### src/rtl/blp_pkg.sv
// blp_pkg: shared constants for the bitwise_logic_pipe block.
//   OP_W           opcode width in bits
//   DEFAULT_WIDTH  default operand/result width
//   OP_*           opcode encodings understood by blp_core
package blp_pkg;

    localparam int unsigned OP_W          = 3;
    localparam int unsigned DEFAULT_WIDTH = 4;

    localparam logic [OP_W-1:0] OP_AND    = 3'd0;
    localparam logic [OP_W-1:0] OP_OR     = 3'd1;
    localparam logic [OP_W-1:0] OP_XOR    = 3'd2;
    localparam logic [OP_W-1:0] OP_NAND   = 3'd3;
    localparam logic [OP_W-1:0] OP_NOR    = 3'd4;
    localparam logic [OP_W-1:0] OP_XNOR   = 3'd5;
    localparam logic [OP_W-1:0] OP_PASS_A = 3'd6;
    localparam logic [OP_W-1:0] OP_NOT_A  = 3'd7;

endpackage

### src/rtl/blp_core.sv
// blp_core: purely combinational bitwise operation unit.
// Ports:
//   op  opcode (see blp_pkg OP_*)
//   a   first operand
//   b   second operand (ignored for PASS_A / NOT_A)
//   y   result, same width as the operands
module blp_core
    import blp_pkg::*;
#(
    parameter int unsigned WIDTH = DEFAULT_WIDTH
) (
    input  logic [OP_W-1:0]  op,
    input  logic [WIDTH-1:0] a,
    input  logic [WIDTH-1:0] b,
    output logic [WIDTH-1:0] y
);

    always_comb begin
        y = '0;
        case (op)
            OP_AND:    y = a & b;
            OP_OR:     y = a | b;
            OP_XOR:    y = a ^ b;
            OP_NAND:   y = ~(a & b);
            OP_NOR:    y = ~(a | b);
            OP_XNOR:   y = ~(a ^ b);
            OP_PASS_A: y = a;
            OP_NOT_A:  y = ~a;
            default:   y = '0;
        endcase
    end

endmodule

### src/rtl/bitwise_logic_pipe.sv
// bitwise_logic_pipe: two-stage valid/ready pipeline applying one of eight bitwise
// operations to two WIDTH-bit operands, with a delivered-result counter.
// Optional feature macro: BLP_ACC_EN (adds acc_sel port and a WIDTH-bit accumulator
// that may replace operand a and is reloaded with each accumulate beat's result).
// Ports:
//   clk, rst_n             rising-edge clock, synchronous active-low reset
//   in_valid, in_ready     operand handshake
//   op, a, b               opcode and operands
//   acc_sel                (BLP_ACC_EN only) use accumulator in place of a
//   out_valid, out_ready   result handshake
//   y, y_zero              registered result and its zero flag
//   out_count              results accepted downstream, wraps
module bitwise_logic_pipe
    import blp_pkg::*;
#(
    parameter int unsigned WIDTH = DEFAULT_WIDTH,
    parameter int unsigned CNT_W = 8
) (
    input  logic             clk,
    input  logic             rst_n,
    input  logic             in_valid,
    output logic             in_ready,
    input  logic [OP_W-1:0]  op,
`ifdef BLP_ACC_EN
    input  logic             acc_sel,
`endif
    input  logic [WIDTH-1:0] a,
    input  logic [WIDTH-1:0] b,
    output logic             out_valid,
    input  logic             out_ready,
    output logic [WIDTH-1:0] y,
    output logic             y_zero,
    output logic [CNT_W-1:0] out_count
);

    logic             v1_q;
    logic [WIDTH-1:0] r1_q;
    logic             out_valid_q;
    logic [WIDTH-1:0] y_q;
    logic             y_zero_q;
    logic [CNT_W-1:0] count_q;

    logic             s2_ready;
    logic             s1_ready;
    logic             accept;
    logic             s2_load;
    logic             drain;
    logic [WIDTH-1:0] op_a;
    logic [WIDTH-1:0] s1_res;

    // Ready depends only on registered state and out_ready, never on in_valid.
    always_comb begin
        s2_ready = !out_valid_q || out_ready;
        s1_ready = !v1_q || s2_ready;
        accept   = in_valid && s1_ready;
        s2_load  = v1_q && s2_ready;
        drain    = out_valid_q && out_ready;
    end

    assign in_ready  = s1_ready;
    assign out_valid = out_valid_q;
    assign y         = y_q;
    assign y_zero    = y_zero_q;
    assign out_count = count_q;

`ifdef BLP_ACC_EN
    logic [WIDTH-1:0] acc_q;

    assign op_a = acc_sel ? acc_q : a;

    // Reloaded on the same edge S1 captures, so back-to-back accumulate beats chain.
    always_ff @(posedge clk) begin
        if (!rst_n) begin
            acc_q <= '0;
        end else if (accept && acc_sel) begin
            acc_q <= s1_res;
        end
    end
`else
    assign op_a = a;
`endif

    blp_core #(
        .WIDTH (WIDTH)
    ) u_core (
        .op (op),
        .a  (op_a),
        .b  (b),
        .y  (s1_res)
    );

    always_ff @(posedge clk) begin
        if (!rst_n) begin
            v1_q        <= 1'b0;
            r1_q        <= '0;
            out_valid_q <= 1'b0;
            y_q         <= '0;
            y_zero_q    <= 1'b1;
            count_q     <= '0;
        end else begin
            // S1: a new beat wins over emptying, covering simultaneous accept and drain.
            if (accept) begin
                r1_q <= s1_res;
                v1_q <= 1'b1;
            end else if (s2_load) begin
                v1_q <= 1'b0;
            end

            // S2: y and y_zero only change on a load, so they hold while stalled.
            if (s2_load) begin
                y_q         <= r1_q;
                y_zero_q    <= (r1_q == '0);
                out_valid_q <= 1'b1;
            end else if (drain) begin
                out_valid_q <= 1'b0;
            end

            if (drain) begin
                count_q <= count_q + CNT_W'(1);
            end
        end
    end

endmodule

### config.mk
export PLATFORM = sky130hd
export DESIGN_NAME = bitwise_logic_pipe
export DESIGN_NICKNAME = d
export VERILOG_FILES = /design/src/rtl/blp_pkg.sv /design/src/rtl/blp_core.sv /design/src/rtl/bitwise_logic_pipe.sv
export SDC_FILE = /design/constraint.sdc
export NUM_CORES = 1
export LEC_CHECK = 0
export CAP_MARGIN = 30
export CORE_MARGIN = 4
export CORE_UTILIZATION = 50
export CTS_BUF_LIST = sky130_fd_sc_hd__clkbuf_8
export CTS_CLUSTER_DIAMETER = 30
export DETAILED_ROUTE_END_ITERATION = 7
export PLACE_DENSITY = 0.92
export SYNTH_ARGS = -nofsm -noshare
export SYNTH_HDL_FRONTEND = slang
export SYNTH_SLANG_ARGS = --single-unit
### constraint.sdc
create_clock -name clk -period 1.68 [get_ports clk]
set_input_delay 0.336 -clock clk [delete_from_list [all_inputs] [get_ports clk]]
set_output_delay 0.336 -clock clk [all_outputs]
set_load 0.01 [all_outputs]
# Word-level counts from Yosys, hierarchy flattened
# Index checks and enable logic that the tools add are counted.
word_totals:
  mem_bits_rw: 0
  romBits: 0
  ff_bits: 19
  latchBits: 0
  inputBits: 15
  out_inout_bits: 15
  n_memories: 0
  elab_cells: 37
classes:
  muxes: 5
  n_div: 0
  eq_ne: 7
  order_cmp: 0
  reduce_logical: 11
  shift: 0
  mul: 0
  n_bitwise: 7
  add_sub_neg: 1
op_table:
  columns: ["cell", "count"]
  rows:
  - ["4-bit case mux with 8 select lines", 1]
  - ["4-bit NOT", 4]
  - ["3-bit equality test, second input constant", 4]
  - ["8-bit by 1-bit adder with 8-bit output, second input constant", 1]
  - ["3-bit by 2-bit equality test with 1-bit output, second input constant", 2]
  - ["4-bit bitwise AND", 1]
  - ["4-bit zero test", 1]
  - ["1-bit two-way mux", 4]
  - ["4-bit bitwise OR", 1]
  - ["2-bit nonzero test", 2]
  - ["4-bit bitwise XOR", 1]
  - ["3-bit by 1-bit equality test with 1-bit output, second input constant", 1]
  - ["1-bit logical AND", 3]
  - ["3-bit zero test", 1]
  - ["1-bit zero test", 2]
  - ["1-bit logical OR", 2]

# Depth between registers and ports, before layout
# Gate-level depths: netlist of the first run.
logic_depth:
  depth_word: 5
  mapped_depth: 6

# Cells and area by module
# From an unflattened synthesis of the first run, not the netlist that was laid out.
hier_totals:
  cells_unflattened: 149
  area_unflattened_um2: 1234.9
by_module_without_submodules:
  columns: ["module", "n_inst", "seq_area_each_um2", "cells_each", "area_per_inst_um2"]
  rows:
  - ["bitwise_logic_pipe", 1, 380.4, 90, 793.3]
  - ["blp_core", 1, 0.0, 59, 441.7]

# Worst setup path after synthesis of the first run
# Ideal clock, no wire load.
synth_path:
  path_type: "in2reg"
  startpoint: "input a[1]"
  endpoint: "register r1_q[1]"
  path_slack_ns: 0.305
  required_time_ns: 1.549
  arrival_time_ns: 1.244
  stages: 5
  cell_sequence: "inv_1 > ha_1 > o221ai_1 > a2111oi_0 > o32ai_1"
synth_via:
  elab_chain_len: 3
synth_rtl:
  columns: ["item", "line", "source"]
  rows:
  - ["from (decl)", "bitwise_logic_pipe.sv:27", "input logic [WIDTH-1:0] a,"]
  - ["4-bit bitwise XOR (tied with other cells)", "blp_core.sv:23, blp_core.sv:26", null]
  - ["4-bit NOT (on tied branches)", "blp_core.sv:26, blp_core.sv:24, blp_core.sv:25", null]
  - ["4-bit case mux with 8 select lines *", "blp_core.sv:20", "case (op)"]
  - ["to (signal assigned)", "bitwise_logic_pipe.sv:103", "r1_q <= s1_res;"]
  - ["to (decl)", "bitwise_logic_pipe.sv:37", "logic [WIDTH-1:0] r1_q;"]
# Mark *: on every way between the ends. The rest lies on a longest branch, timed or not.
# A chain may end at the register's enable or synchronous reset.

# Worst setup path in the final report of the first run
layout_path:
  startpoint: "input a[3]"
  endpoint: "register r1_q[3]"
# The elaborated chain is that of the path after synthesis.

==> summary.txt, run 1 <==
Place
  • Placer congestion estimate: 0.815
  • Post-placement setup slack: -0.468 ns
  • Placed Instances: 212
  • HPWL Detailed: 2470 um
  • Port bufs: 29
  • Placed Area: 1650 um^2

Synthesis
  • Yosys reg bits: 19
  • Ys async rst share: 0%
  • Syn nets: 165
  • Synth Flop Type: dfxtp_1
  • Synth Cell Area: 1210 um^2
  • Sequential area share after synthesis: 31.4%
  • Post-synthesis cell type count: 38
  • Syn Area/Cell: 8.58 um^2
  • Cells after synthesis: 141
  • Number of synthesized flops with an enable pin: 0
  • Yosys warning count: 0

STA
  • Final hold slack: 0.496 ns
  • Fin. Hold Viols: 0
  • Worst clock skew: 0.00227 ns
  • Period utilisation layout: 99.1%
  • Count of pins over their slew limit: 0
  • Maximum clock rate: 0.600 GHz
  • Slew headroom: 68.5%
  • Final setup margin: 0.0146 ns
  • Actual slew at the worst max-slew pin: 0.468 ns
  • Final-report setup violation count: 0
  • Fin crit period: 1.67 ns
  • Setup TNS: 0 ns

Layout
  • Share of cells above drive strength 1: 23.2%
  • Design area: 1820 um^2
  • Fill cell count: 145
  • Number of diodes: 0
  • Most frequent cells in the layout: 22 x clkdlybuf4s50_1, 22 x buf_4, 19 x dfxtp_1, 17 x inv_1, 8 x nand2_1
  • Post-route core utilization: 80.6%
  • Area Overhead vs Synth: 50.3%
  • Post-route insts no fill: 218
  • Nets: 215

Drt
  • Final Routed Wirelength: 3770 um
  • DR vias/cell: 5.88
  • WL per Instance: 17.3 um
  • DRT antenna net count: 0
  • Via Count: 1,281
  • DRT Pass-1 Iters: 4
  • # DRC: 0
  • Number of DRC markers in iteration 0: 30

Setup path
  • Reg2Reg Depth: 4
  • Nature of the critical path startpoint: input port
  • Crit Path Category: input port to flop
  • Critical Path RT: 1.84 ns
  • Setup slack, reg-to-reg: 0.31 ns
  • Worst Setup End Kind: flop
  • Worst reg2reg path endpoint: out_count[7]
  • Worst r2r src: out_valid
  • CP Data Arrival Time: 1.83 ns
  • Worst-path fanout max: 3

Min path
  • Hold Path End: y_zero
  • Hold crit path type: flop to flop
  • Worst Hold Depth: 2
  • Worst hold start: y_zero

Power and ir drop
  • Cell internal pwr: 0.784 mW
  • Sw frac: 27.3%
  • Reg power frac: 44.5%
  • Gate power share: 26.6%
  • Leak Pwr: 0.795 nW
  • Clock power frac: 28.8%
  • Max VDD drop: 637 uV
  • Switch Pwr: 0.295 mW
  • Total power: 1.08 mW
  • PwrDens: 593 nW/um^2

Run
  • Max-Cap Viols: 0

Outcome
  • Run status: finished clean

Clock network
  • H-tree Lvls: 1
  • Root Driver: clkbuf_8
  • Hold buffers post-CTS: 0
  • Sink Count: 19
  • CTS clk-pin slew, worst paths: 0.07 ns
  • Max clock buf depth: 2
  • TritonCTS clock tree: yes
  • Clk Latency, worst-skew pair: 0.25 ns
  • CTS buffer count: 3

Floorplanning
  • Chip Width: 57.2 um
  • Die area: 3270 um^2
  • Rows: 17
  • Die Y: 57.2 um
  • Initial Util: 53.7%
  • Boundary pin count: 30
  • Core Area: 2250 um^2

GRT
  • First-pass GRT wire length: 5000 um
  • Vias in the first global route: 1,186
  • Initial antenna violation count: 0
  • Total global-route track usage: 19.5%
  • Grt ovf: 0
  • Pin count of the biggest net entering global routing: 17
state kept, by name, indices dropped and copies added (netlist names):
name,flops
out_count,8
out_valid,1
r1_q,4
v1_q,1
y,4
y_zero,1
worst max-delay path by stage:
stage	startpoint	end	slack, ns	depth (start not counted)
floorplan	a[1]	r1_q[1]	0.30	5
global placement	a[1]	r1_q[1]	-0.31	6
detailed placement	a[1]	r1_q[1]	-0.47	6
CTS	a[2]	r1_q[2]	0.009	7
global route	b[2]	r1_q[2]	-0.06	7
finish	a[3]	r1_q[3]	0.01	6
worst max-delay path: stages:
cell and delay, ns:
clkdlybuf4s50_1 0.51, inv_1 0.09, ha_4 0.26, o32ai_4 0.28, nor3_2 0.08, o32ai_1 0.27
synth_stat cells, drive strengths merged, types with 3 or more instances:
cell | n | share of area, %
mux2i | 5 | 4.1
a21boi | 4 | 2.5
xnor2 | 3 | 2.2
nand2b | 6 | 3.1
nor3 | 5 | 2.1
a21oi | 5 | 2.1
nor4 | 6 | 3.1
inv | 17 | 5.3
nor2b | 6 | 3.1
o32ai | 6 | 4.3
dfxtp | 19 | 31
buf | 5 | 3.1
and2 | 4 | 2.1
ha | 9 | 9.3
nand3 | 5 | 2.1
nand2 | 8 | 2.5
power groups by stage:
stage                     Clock, mW  Combinational, mW  Sequential, mW
after floorplan                   0              0.122           0.491
after global placement            0              0.224           0.489
after detailed placement          0              0.237           0.490
after CTS                     0.308              0.244           0.480
after global routing          0.326              0.307           0.482
final                         0.311              0.287           0.480
layer usage:
metal	vias up	track usage [%]	wire length (um)
li1	597	-	-
met1	608	17.8	1310
met2	56	38.2	2090
met3	20	4.07	184
met4	0	12.3	195
met5	-	0	0
area by class of cell:
| cell class | count | area [um^2] | area share, % |
|---|---|---|---|
| Timing Repair Buffer | 52 | 477 | 26.2 |
| Inverter | 17 | 63.8 | 3.51 |
| Clock inverter | 1 | 3.75 | 0.206 |
| Multi-Input combinational cell | 98 | 817 | 44.9 |
| Clock buffer | 3 | 41.3 | 2.27 |
| Sequential cell | 19 | 380 | 20.9 |
| Tap cell | 28 | 35.0 | 1.93 |
cell families (layout without fill, tap and decap cells):
logic type,count (synthesis),count (layout),share of synthesized area [%]
adder cells (fa/ha/maj),9,9,9.31
flip-flops,19,19,31.4
AND/OR/NAND/NOR,52,52,24.8
multiplexers,7,7,6.62
XOR/XNOR,5,5,3.62
AO/OA/AOI/OAI,25,25,15.2
buffers and inverters,24,73,9.00
repair_timing:
action / in CTS / in global routing
gates resized for setup: 5 / 23
pin swaps: 2 / 9
buffers inserted: 0 / 2
endpoints found under the setup margin: 3 / 4
Note: power is estimated with default switching activity, not from simulation.
==> inputs of run 2 (changes only) <==
Settings changed: SETUP_SLACK_MARGIN set to 0.1.
==> run 2 against run 1 <==
Fmax up 7.4%. Total power fell by 1.7%. Critical path depth decreased by 5. Sequential cell count is the same. Combinational power decreased by 6%. Sequential share of layout area grew 0.46 points. Count of clock-buffer cells in the layout is the same. Highest routed layer unchanged.
==> summary.txt, run 2 (synthesis results as in run 1) <==
Drt
  • Wire length on met3: 188 um (+2.2%)
  • DRT Pass-1 Iters: 4 (unchanged)
  • Met1 WL: 1250 um (-4.1%)
  • Wire length on met2: 2050 um (-1.7%)
  • Number of DRC markers in iteration 0: 50 (+67%)
  • # DRC: 0 (unchanged)
  • Final Routed Wirelength: 3690 um (-2.1%)
  • DR vias/cell: 5.84 (-0.55%)
  • Top Layer Used: met4
  • Via Count: 1,274 (-0.55%)
  • WL per Instance: 16.9 um (-2.1%)
  • DRT antenna net count: 0 (unchanged)

Setup path
  • Worst-path fanout max: 8 (+5)
  • Worst path max stage delay: 0.56 ns (+0.05 ns)
  • CP bufs+invs: 1 (-1)
  • Critical Path RT: 1.34 ns (-0.50 ns)
  • CP Data Arrival Time: 1.21 ns (-0.62 ns)
  • Nature of the critical path startpoint: flop
  • Crit-path leading delay family: buffers and inverters
  • Crit path cell chain: clkdlybuf4s50_1
  • Crit Path Category: flop to output pin
  • Worst Setup End Kind: output pin
  • Slowest-stage cell, CP: clkdlybuf4s50_1
  • Setup slack, reg-to-reg: 0.37 ns (+0.06 ns)

Place
  • Port bufs: 29 (unchanged)
  • Placer congestion estimate: 0.815 (unchanged)
  • HPWL Detailed: 2470 um (unchanged)
  • Placed Area: 1650 um^2 (unchanged)

Clock network
  • Clk Latency, worst-skew pair: 0.25 ns (about the same)
  • Max clock buf depth: 2 (unchanged)
  • Sink Count: 19 (unchanged)
  • CTS clk-pin slew, worst paths: 0.07 ns (about the same)
  • CTS buffer count: 3 (unchanged)
  • Root Driver: clkbuf_8
  • Hold buffers post-CTS: 0 (unchanged)
  • TritonCTS clock tree: yes
  • H-tree Lvls: 1 (unchanged)

GRT
  • First-pass GRT wire length: 5230 um (+4.7%)
  • Grt ovf: 0 (unchanged)
  • Vias in the first global route: 1,230 (+3.7%)
  • Initial antenna violation count: 0 (unchanged)
  • Pin count of the biggest net entering global routing: 17 (unchanged)
  • Total global-route track usage: 20.6% (+1.1 points)

Floorplanning
  • Chip Width: 57.2 um (unchanged)
  • Core Area: 2250 um^2 (unchanged)
  • Initial Util: 53.7% (unchanged)
  • Die Y: 57.2 um (unchanged)
  • Boundary pin count: 30 (unchanged)
  • Die area: 3270 um^2 (unchanged)
  • Rows: 17 (unchanged)

STA
  • RSZ-0062 raised after global routing: false
  • Count of pins over their slew limit: 0 (unchanged)
  • Maximum clock rate: 0.645 GHz (+7.4%)
  • Period utilisation layout: 92.3% (-6.8 points)
  • Worst clock skew: 0.000745 ns (-0.00152 ns)
  • Slew headroom: 78.7% (+10 points)
  • Fin crit period: 1.55 ns (-0.115 ns)
  • Actual slew at the worst max-slew pin: 0.316 ns (-0.152 ns)
  • Setup TNS: 0 ns (unchanged)
  • Final-report setup violation count: 0 (unchanged)
  • Fin. Hold Viols: 0 (unchanged)

Power and ir drop
  • Max VDD drop: 660 uV (+3.6%)
  • Leak Pwr: 0.815 nW (+2.5%)
  • PwrDens: 590 nW/um^2 (-0.56%)

Outcome
  • Run status: finished clean

Min path
  • Hold crit path type: flop to flop

Run
  • Max-Cap Viols: 0 (unchanged)

Layout
  • Design area: 1800 um^2 (-1.2%)
  • Number of flip-flops under the largest register name: 8 (unchanged)
  • Commonest non-fill, non-tap cell in the layout: buf_4
  • Number of diodes: 0 (unchanged)
  • Area Overhead vs Synth: 48.5%
  • Most frequent cells in the layout: 20 x buf_4, 17 x inv_1, 16 x dfxtp_1, 15 x clkdlybuf4s50_1
  • Nets: 215 (unchanged)
  • Fill cell count: 138 (-4.8%)
  • Share of cells above drive strength 1: 24.7% (+1.6 points)
==> run 2: layer usage <==
layer	track usage, %	vias up
li1	-	598
met4	13.6	0
met2	40.8	53
met3	3.85	20
met5	0	-
met1	18.4	603
==> run 2: worst paths after layout <==
| check | start | to | cells after the start |
|---|---|---|---|
| max | out_valid | out_valid | 1 |
| min | y_zero | y_zero | 2 |
| max reg2reg | out_count[1] | out_count[6] | 4 |
| min reg2reg | y_zero | y_zero | 2 |
==> run 2: what timing repair did <==
action,4_1_cts,5_1_grt
hold endpoints to repair,0,0
resized for setup,18,17
pin swaps,10,6
setup endpoints to repair,7,9
setup buffers,0,1
cloned,1,0
==> run 2: final cells by class <==
type | count | area [um^2] | area share (%)
Multi-Input combinational cell | 98 | 798 | 44.4
Inverter | 17 | 63.8 | 3.55
Sequential cell | 19 | 384 | 21.4
Tap cell | 28 | 35.0 | 1.95
Clock inverter | 1 | 3.75 | 0.209
Timing Repair Buffer | 52 | 470 | 26.2
Clock buffer | 3 | 41.3 | 2.30
==> run 2: where the power goes <==
group / switching [mW] / internal [mW] / leakage (nW) / total, mW
Sequential: 0.0131 / 0.468 / 0.156 / 0.481
Clock: 0.145 / 0.162 / 0.0269 / 0.308
Combinational: 0.127 / 0.144 / 0.632 / 0.271
Total: 0.286 / 0.774 / 0.815 / 1.06
==> run 2: per-stage QoR <==
step	hold slack (ns)	setup WS (ns)	power (mW)	utilization, %	cells
floorplan	0.454	0.305	0.613	-	141
global placement	0.468	-0.309	0.712	73.1	212
detailed placement	0.479	-0.468	0.727	73.1	212
CTS	0.493	0.0553	1.03	76.1	217
global route	0.514	0.0525	1.10	79.7	218
finish	0.496	0.129	1.06	79.7	218
==> inputs of run 3 (changes only) <==
Settings changed: CAP_MARGIN 30 to not set, CORE_UTILIZATION 50 to 35, PLACE_DENSITY 0.92 to 0.71.
==> run 3 against run 2 <==
Sequential cell count unchanged. Sequential power barely moved. Hold slack got worse by 0.0010 ns. Critical path type unchanged.
==> summary.txt, run 3 (synthesis results as in run 1) <==
Run
  • Max-Cap Viols: 0 (unchanged)

Clock network
  • CTS clk-pin slew, worst paths: 0.07 ns (about the same)
  • Clk Latency, worst-skew pair: 0.25 ns (about the same)
  • H-tree Lvls: 1 (unchanged)
  • CTS buffer count: 3 (unchanged)
  • Max clock buf depth: 2 (unchanged)
  • Sink Count: 19 (unchanged)
  • Root Driver: clkbuf_8
  • TritonCTS clock tree: yes
  • Hold buffers post-CTS: 0 (unchanged)

Floorplanning
  • Die Y: 66.8 um (+17%)
  • Boundary pin count: 30 (unchanged)
  • Initial Util: 36.3% (-17 points)
  • Core Area: 3340 um^2 (+48%)
  • Die area: 4460 um^2 (+36%)
  • Chip Width: 66.8 um (+17%)
  • Rows: 21 (+4)

Drt
  • DRT antenna net count: 0 (unchanged)
  • Number of DRC markers in iteration 0: 42 (-16%)
  • Via Count: 1,182 (-7.2%)
  • DRT Pass-1 Iters: 4 (unchanged)
  • Final Routed Wirelength: 2860 um (-23%)
  • # DRC: 0 (unchanged)
  • WL per Instance: 12.1 um (-29%)
  • DR vias/cell: 4.99 (-15%)

Layout
  • Design area: 1840 um^2 (+2.3%)
  • Fill cell count: 322 (+130%)
  • Area Overhead vs Synth: 51.9%
  • Register area: 384 um^2 (unchanged)
  • Commonest non-fill, non-tap cell in the layout: buf_4
  • Share of cells above drive strength 1: 27.2% (+2.5 points)
  • Most frequent cells in the layout: 23 x buf_4, 16 x inv_1, 16 x dfxtp_1, 15 x clkdlybuf4s50_1, 9 x dlygate4sd2_1
  • Nets: 216 (+0.47%)
  • Multi-input logic area: 818 um^2 (+2.5%)
  • Number of flip-flops under the largest register name: 8 (unchanged)
  • Number of diodes: 0 (unchanged)
  • Post-route insts no fill: 237 (+8.7%)

STA
  • Fin. Hold Viols: 0 (unchanged)
  • Final-report setup violation count: 0 (unchanged)
  • Maximum clock rate: 0.646 GHz (+0.17%)
  • Setup TNS: 0 ns (unchanged)
  • Fin crit period: 1.55 ns (-0.00267 ns)
  • Slew headroom: 75.8% (-2.9 points)
  • Actual slew at the worst max-slew pin: 0.359 ns (+0.0432 ns)
  • Period utilisation layout: 92.1% (-0.16 points)
  • RSZ-0062 raised after global routing: false
  • Count of pins over their slew limit: 0 (unchanged)
  • Worst clock skew: 0.00268 ns (+0.00193 ns)
  • Final hold slack: 0.495 ns (-0.00104 ns)

GRT
  • Total global-route track usage: 13.4% (-7.2 points)
  • First-pass GRT wire length: 4760 um (-9.0%)
  • Grt ovf: 0 (unchanged)
  • Pin count of the biggest net entering global routing: 12 (-5)
  • Vias in the first global route: 1,184 (-3.7%)
  • Initial antenna violation count: 0 (unchanged)

Setup path
  • Worst-path fanout max: 8 (unchanged)
  • Critical Path RT: 1.34 ns (about the same)
  • Worst Setup End Kind: output pin
  • Worst r2r src: out_count[1]
  • CP Data Arrival Time: 1.21 ns (about the same)
  • Slowest-stage cell, CP: clkdlybuf4s50_1
  • Worst path max stage delay: 0.56 ns (about the same)
  • Nature of the critical path startpoint: flop
  • Crit Path Category: flop to output pin
  • Crit path cell chain: clkdlybuf4s50_1
  • CP bufs+invs: 1 (unchanged)
  • Critical path launch point: out_valid
  • Crit-path leading delay family: buffers and inverters

Place
  • Placed Instances: 231 (+9.0%)
  • Placer congestion estimate: 0.866 (+6.3%)
  • HPWL Detailed: 2260 um (-8.7%)
  • Port bufs: 29 (unchanged)
  • Placed Area: 1680 um^2 (+1.8%)

Power and ir drop
  • Leak Pwr: 0.839 nW (+2.9%)
  • Max VDD drop: 268 uV (-59%)
  • Sw frac: 26.2% (-0.73 points)
  • Cell internal pwr: 0.776 mW (+0.23%)
  • Switch Pwr: 0.276 mW (-3.5%)
  • Reg power frac: 45.7% (+0.3 points)
  • Gate power share: 24.7% (-0.9 points)
  • Clock power frac: 29.6% (+0.6 points)
  • PwrDens: 572 nW/um^2 (-3.0%)

Min path
  • Hold crit path type: flop to flop
  • Worst hold start: r1_q[1]

Outcome
  • Run status: finished clean
## run 3: cell count changes in the layout (fill, tap and decap cells not counted), moves of 2 or more
cell / delta
o32ai_2: +3
a21oi_2: -2
a21oi_1: +2
o32ai_1: -3
buf_4: +3
## run 3: worst paths after layout
check	endpoint	slack, ns	cells past startpoint
worst max-delay path	out_valid	0.13	1
worst min-delay path	r1_q[1]	0.49	2
worst max register to register	out_count[6]	0.45	4
worst min register to register	r1_q[1]	0.49	2
## run 3: what timing repair did
| item | in CTS | in global routing |
|---|---|---|
| cloned | 0 | 0 |
| pin swaps | 9 | 7 |
| buffers inserted | 1 | 1 |
| resized for setup | 22 | 16 |
| setup endpoints to repair | 7 | 12 |
## run 3: per-stage QoR
step           util [%]  setup slack [ns]  power, mW
2_1_floorplan         -             0.305      0.613
3_3_place_gp       50.3            -0.296      0.717
3_5_place_dp       50.3            -0.442      0.726
4_1_cts            53.0            0.0713       1.05
5_1_grt            55.1             0.105       1.11
6_report           55.1             0.132       1.05
## run 3: area by class of cell
class / count / share of cell area (%)
Tap cell: 46 / 3.13
Inverter: 17 / 3.47
Clock inverter: 1 / 0.272
Multi-Input combinational cell: 98 / 44.5
Sequential cell: 19 / 20.9
Clock buffer: 3 / 2.25
Timing Repair Buffer: 53 / 25.5
## run 3: metal layers
layer | part of all wire [%] | vias to the layer above | global-route usage (%) | wire length (um)
met5 | 0 | - | 0 | 0
li1 | - | 597 | - | -
met4 | 1.6 | 0 | 6.35 | 46
met2 | 51 | 34 | 23.5 | 1460
met3 | 5.7 | 6 | 2.87 | 163
met1 | 42 | 545 | 15.1 | 1190
## run 3: power by group through the flow
stage	Sequential [mW]	Combinational [mW]	Clock, mW
after global placement	0.489	0.228	0
after global routing	0.483	0.283	0.348
after detailed placement	0.490	0.235	0
after floorplan	0.491	0.122	0
final	0.481	0.260	0.312
after CTS	0.480	0.244	0.323
==> RTL change: new RTL, flow settings as in run 2 <==
Change the package constant `DEFAULT_WIDTH` from 4 to 3.
--- a/src/rtl/blp_pkg.sv
+++ b/src/rtl/blp_pkg.sv
@@ -5,7 +5,7 @@
 package blp_pkg;
 
     localparam int unsigned OP_W          = 3;
-    localparam int unsigned DEFAULT_WIDTH = 4;
+    localparam int unsigned DEFAULT_WIDTH = 3;
 
     localparam logic [OP_W-1:0] OP_AND    = 3'd0;
     localparam logic [OP_W-1:0] OP_OR     = 3'd1;
Ports: changed (resized a, b and y); port bits go from 30 to 27. The function was not compared with the original's and may differ.
==> RTL change against run 2 <==
Wire length decreased by 32%. Power decreased by 11%. Synthesized area decreased by 15%. Sequential power decreased by 11%. Sequential cell count decreased by 2. Clock skew increased by 0.0034 ns. Setup slack got worse by 0.046 ns. Cell area decreased by 14%. Cell count decreased by 14%. Combinational power decreased by 23%.
==> RTL change: results (changes against run 2) <==
placed cell area=1410 um2 (-15%); clk slew on worst S/H paths=0.07 ns (about the same); leak pwr=0.683 nW (-16%); Port Buffers=26 (-10%); drt via density=5.22 (-11%); pin count of the biggest net entering global routing=18 (+1); number of flip-flops in the largest register=8 (unchanged); vias in the first global route=944 (-23%); layout cell share with drive strength beyond 1=26.7% (+2.0 points); uppermost layer routed=met4; maximum buffer depth of the clock tree=2 (unchanged); Diodes inserted=0 (unchanged); WL per Instance=13.3 um (-22%); DP HPWL=1.85 mm (-25%); slowest CP cell=clkdlybuf4s50_1; Worst Skew=0.00419 ns (+0.00345 ns); ys flop type=dfxtp_1; run status=finished, final reports clean; Met2 Routed Length=1.39 mm (-32%); H-tree levels=1 (unchanged); RD Place Congestion=0.739 (-9.3%); Worst-Skew Late Latency=0.25 ns (about the same); Mapped Nets=139 (-16%); CTS Buf Count=3 (unchanged); fin nets=182 (-15%); first-pass GRT wire length=4.00 mm (-24%); cell family with most CP delay=buffers and inverters; met3 wire length=82 um (-56%); critical-path maximum fanout=4 (-4); Netlist cell types=37 (-2.6%); slowest cell delay on critical path=0.58 ns (+0.02 ns); Initial DRT Pass Iterations=4 (unchanged); DR iter-0 viols=9 (-82%); data arrival time of the critical path=1.26 ns (+0.05 ns); initial antenna violation count=0 (unchanged); worst ir drop on vdd=0.377 mV (-43%); worst hold path class=register to register; top cells by count, synth=dfxtp_1, inv_1, nand2_1; final setup violation count=0 (unchanged); Synth area leaders=dfxtp_1, ha_1, mux2i_1; Synth Warn #=0 (unchanged); CTS root buffer=clkbuf_8; met1 wire length=1.00 mm (-20%); Async SR Flop Fraction=0% (unchanged); post-synthesis sequential area ratio=33.0% (+1.6 points); Least-Margin Pin Slew=0.306 ns (-0.0103 ns); gr usage total=19.2% (-1.4 points)
[RTL change: cell types whose count changed after synthesis, moves of 3 or more]
cell,run 2,this run
clkbuf_1,2,5
buf_2,3,0
o32ai_1,6,2
nand2b_1,6,2
inv_1,17,12
[RTL change: timing repair]
action                                  CTS  global route
pin swaps                                 8             4
endpoints found under the setup margin    5            12
buffers inserted                          3             0
gates resized for setup                  18            15
hold buffers                              0             0
[RTL change: worst paths after layout]
check        depth (start not counted)                   to  slack (ns)                 startpoint
max                                  1         out_count[2]        0.08  out_count[2]$_SDFFE_PN0P_
min reg2reg                          2  y_zero$_SDFFE_PN1P_        0.49        y_zero$_SDFFE_PN1P_
max reg2reg                          5  y_zero$_SDFFE_PN1P_        0.37     out_valid$_SDFFE_PN0P_
min                                  2  y_zero$_SDFFE_PN1P_        0.49        y_zero$_SDFFE_PN1P_
[RTL change: tightest hold or removal path, stage by stage, from the launching register on]
cell and delay [ns]:
dfxtp_1 0.33, nand2_1 0.06, nand3_1 0.07
[RTL change: layout make-up]
class                      instances  area [um2]
clock buffer                       3        41.3
clock inverter                     1        5.00
fill                             139         419
inverter                          12        45.0
multi-input combinational         83         677
sequential                        17         343
tap                               27        33.8
timing repair buffer              45         398
[RTL change: power breakdown]
| group | switching [mW] | internal [mW] |
|---|---|---|
| sequential | 0.0108 | 0.417 |
| clock | 0.143 | 0.165 |
| combinational | 0.0902 | 0.119 |
[RTL change: through the flow]
step | worst slack (ns) | instances | total power [mW]
4_1_cts | 0.0925 | 188 | 0.941
3_5_place_dp | -0.435 | 181 | 0.627
3_3_place_gp | -0.363 | 181 | 0.616
6_report | 0.0830 | 188 | 0.945
5_1_grt | 0.0298 | 188 | 0.991
2_1_floorplan | 0.146 | 119 | 0.536
[RTL change: kinds of logic (layout without fill, tap and decap cells)]
group	Yosys count	in the layout	synth area share (%)
AOI/OAI and AO/OA	20	20	14.2
xor gates and xnor gates	5	5	4.25
adders and majority gates	7	7	8.49
buffers and inverters	19	61	8.01
DFF	17	17	33.0
muxes	8	8	9.59
and+or+nand+nor	43	43	22.5
[RTL change: per-layer routing]
layer / vias up / GRT usage [%]
met5: - / 0
met4: 0 / 6.38
met3: 2 / 2.54
met2: 22 / 38.6
met1: 460 / 19.7
li1: 497 / -
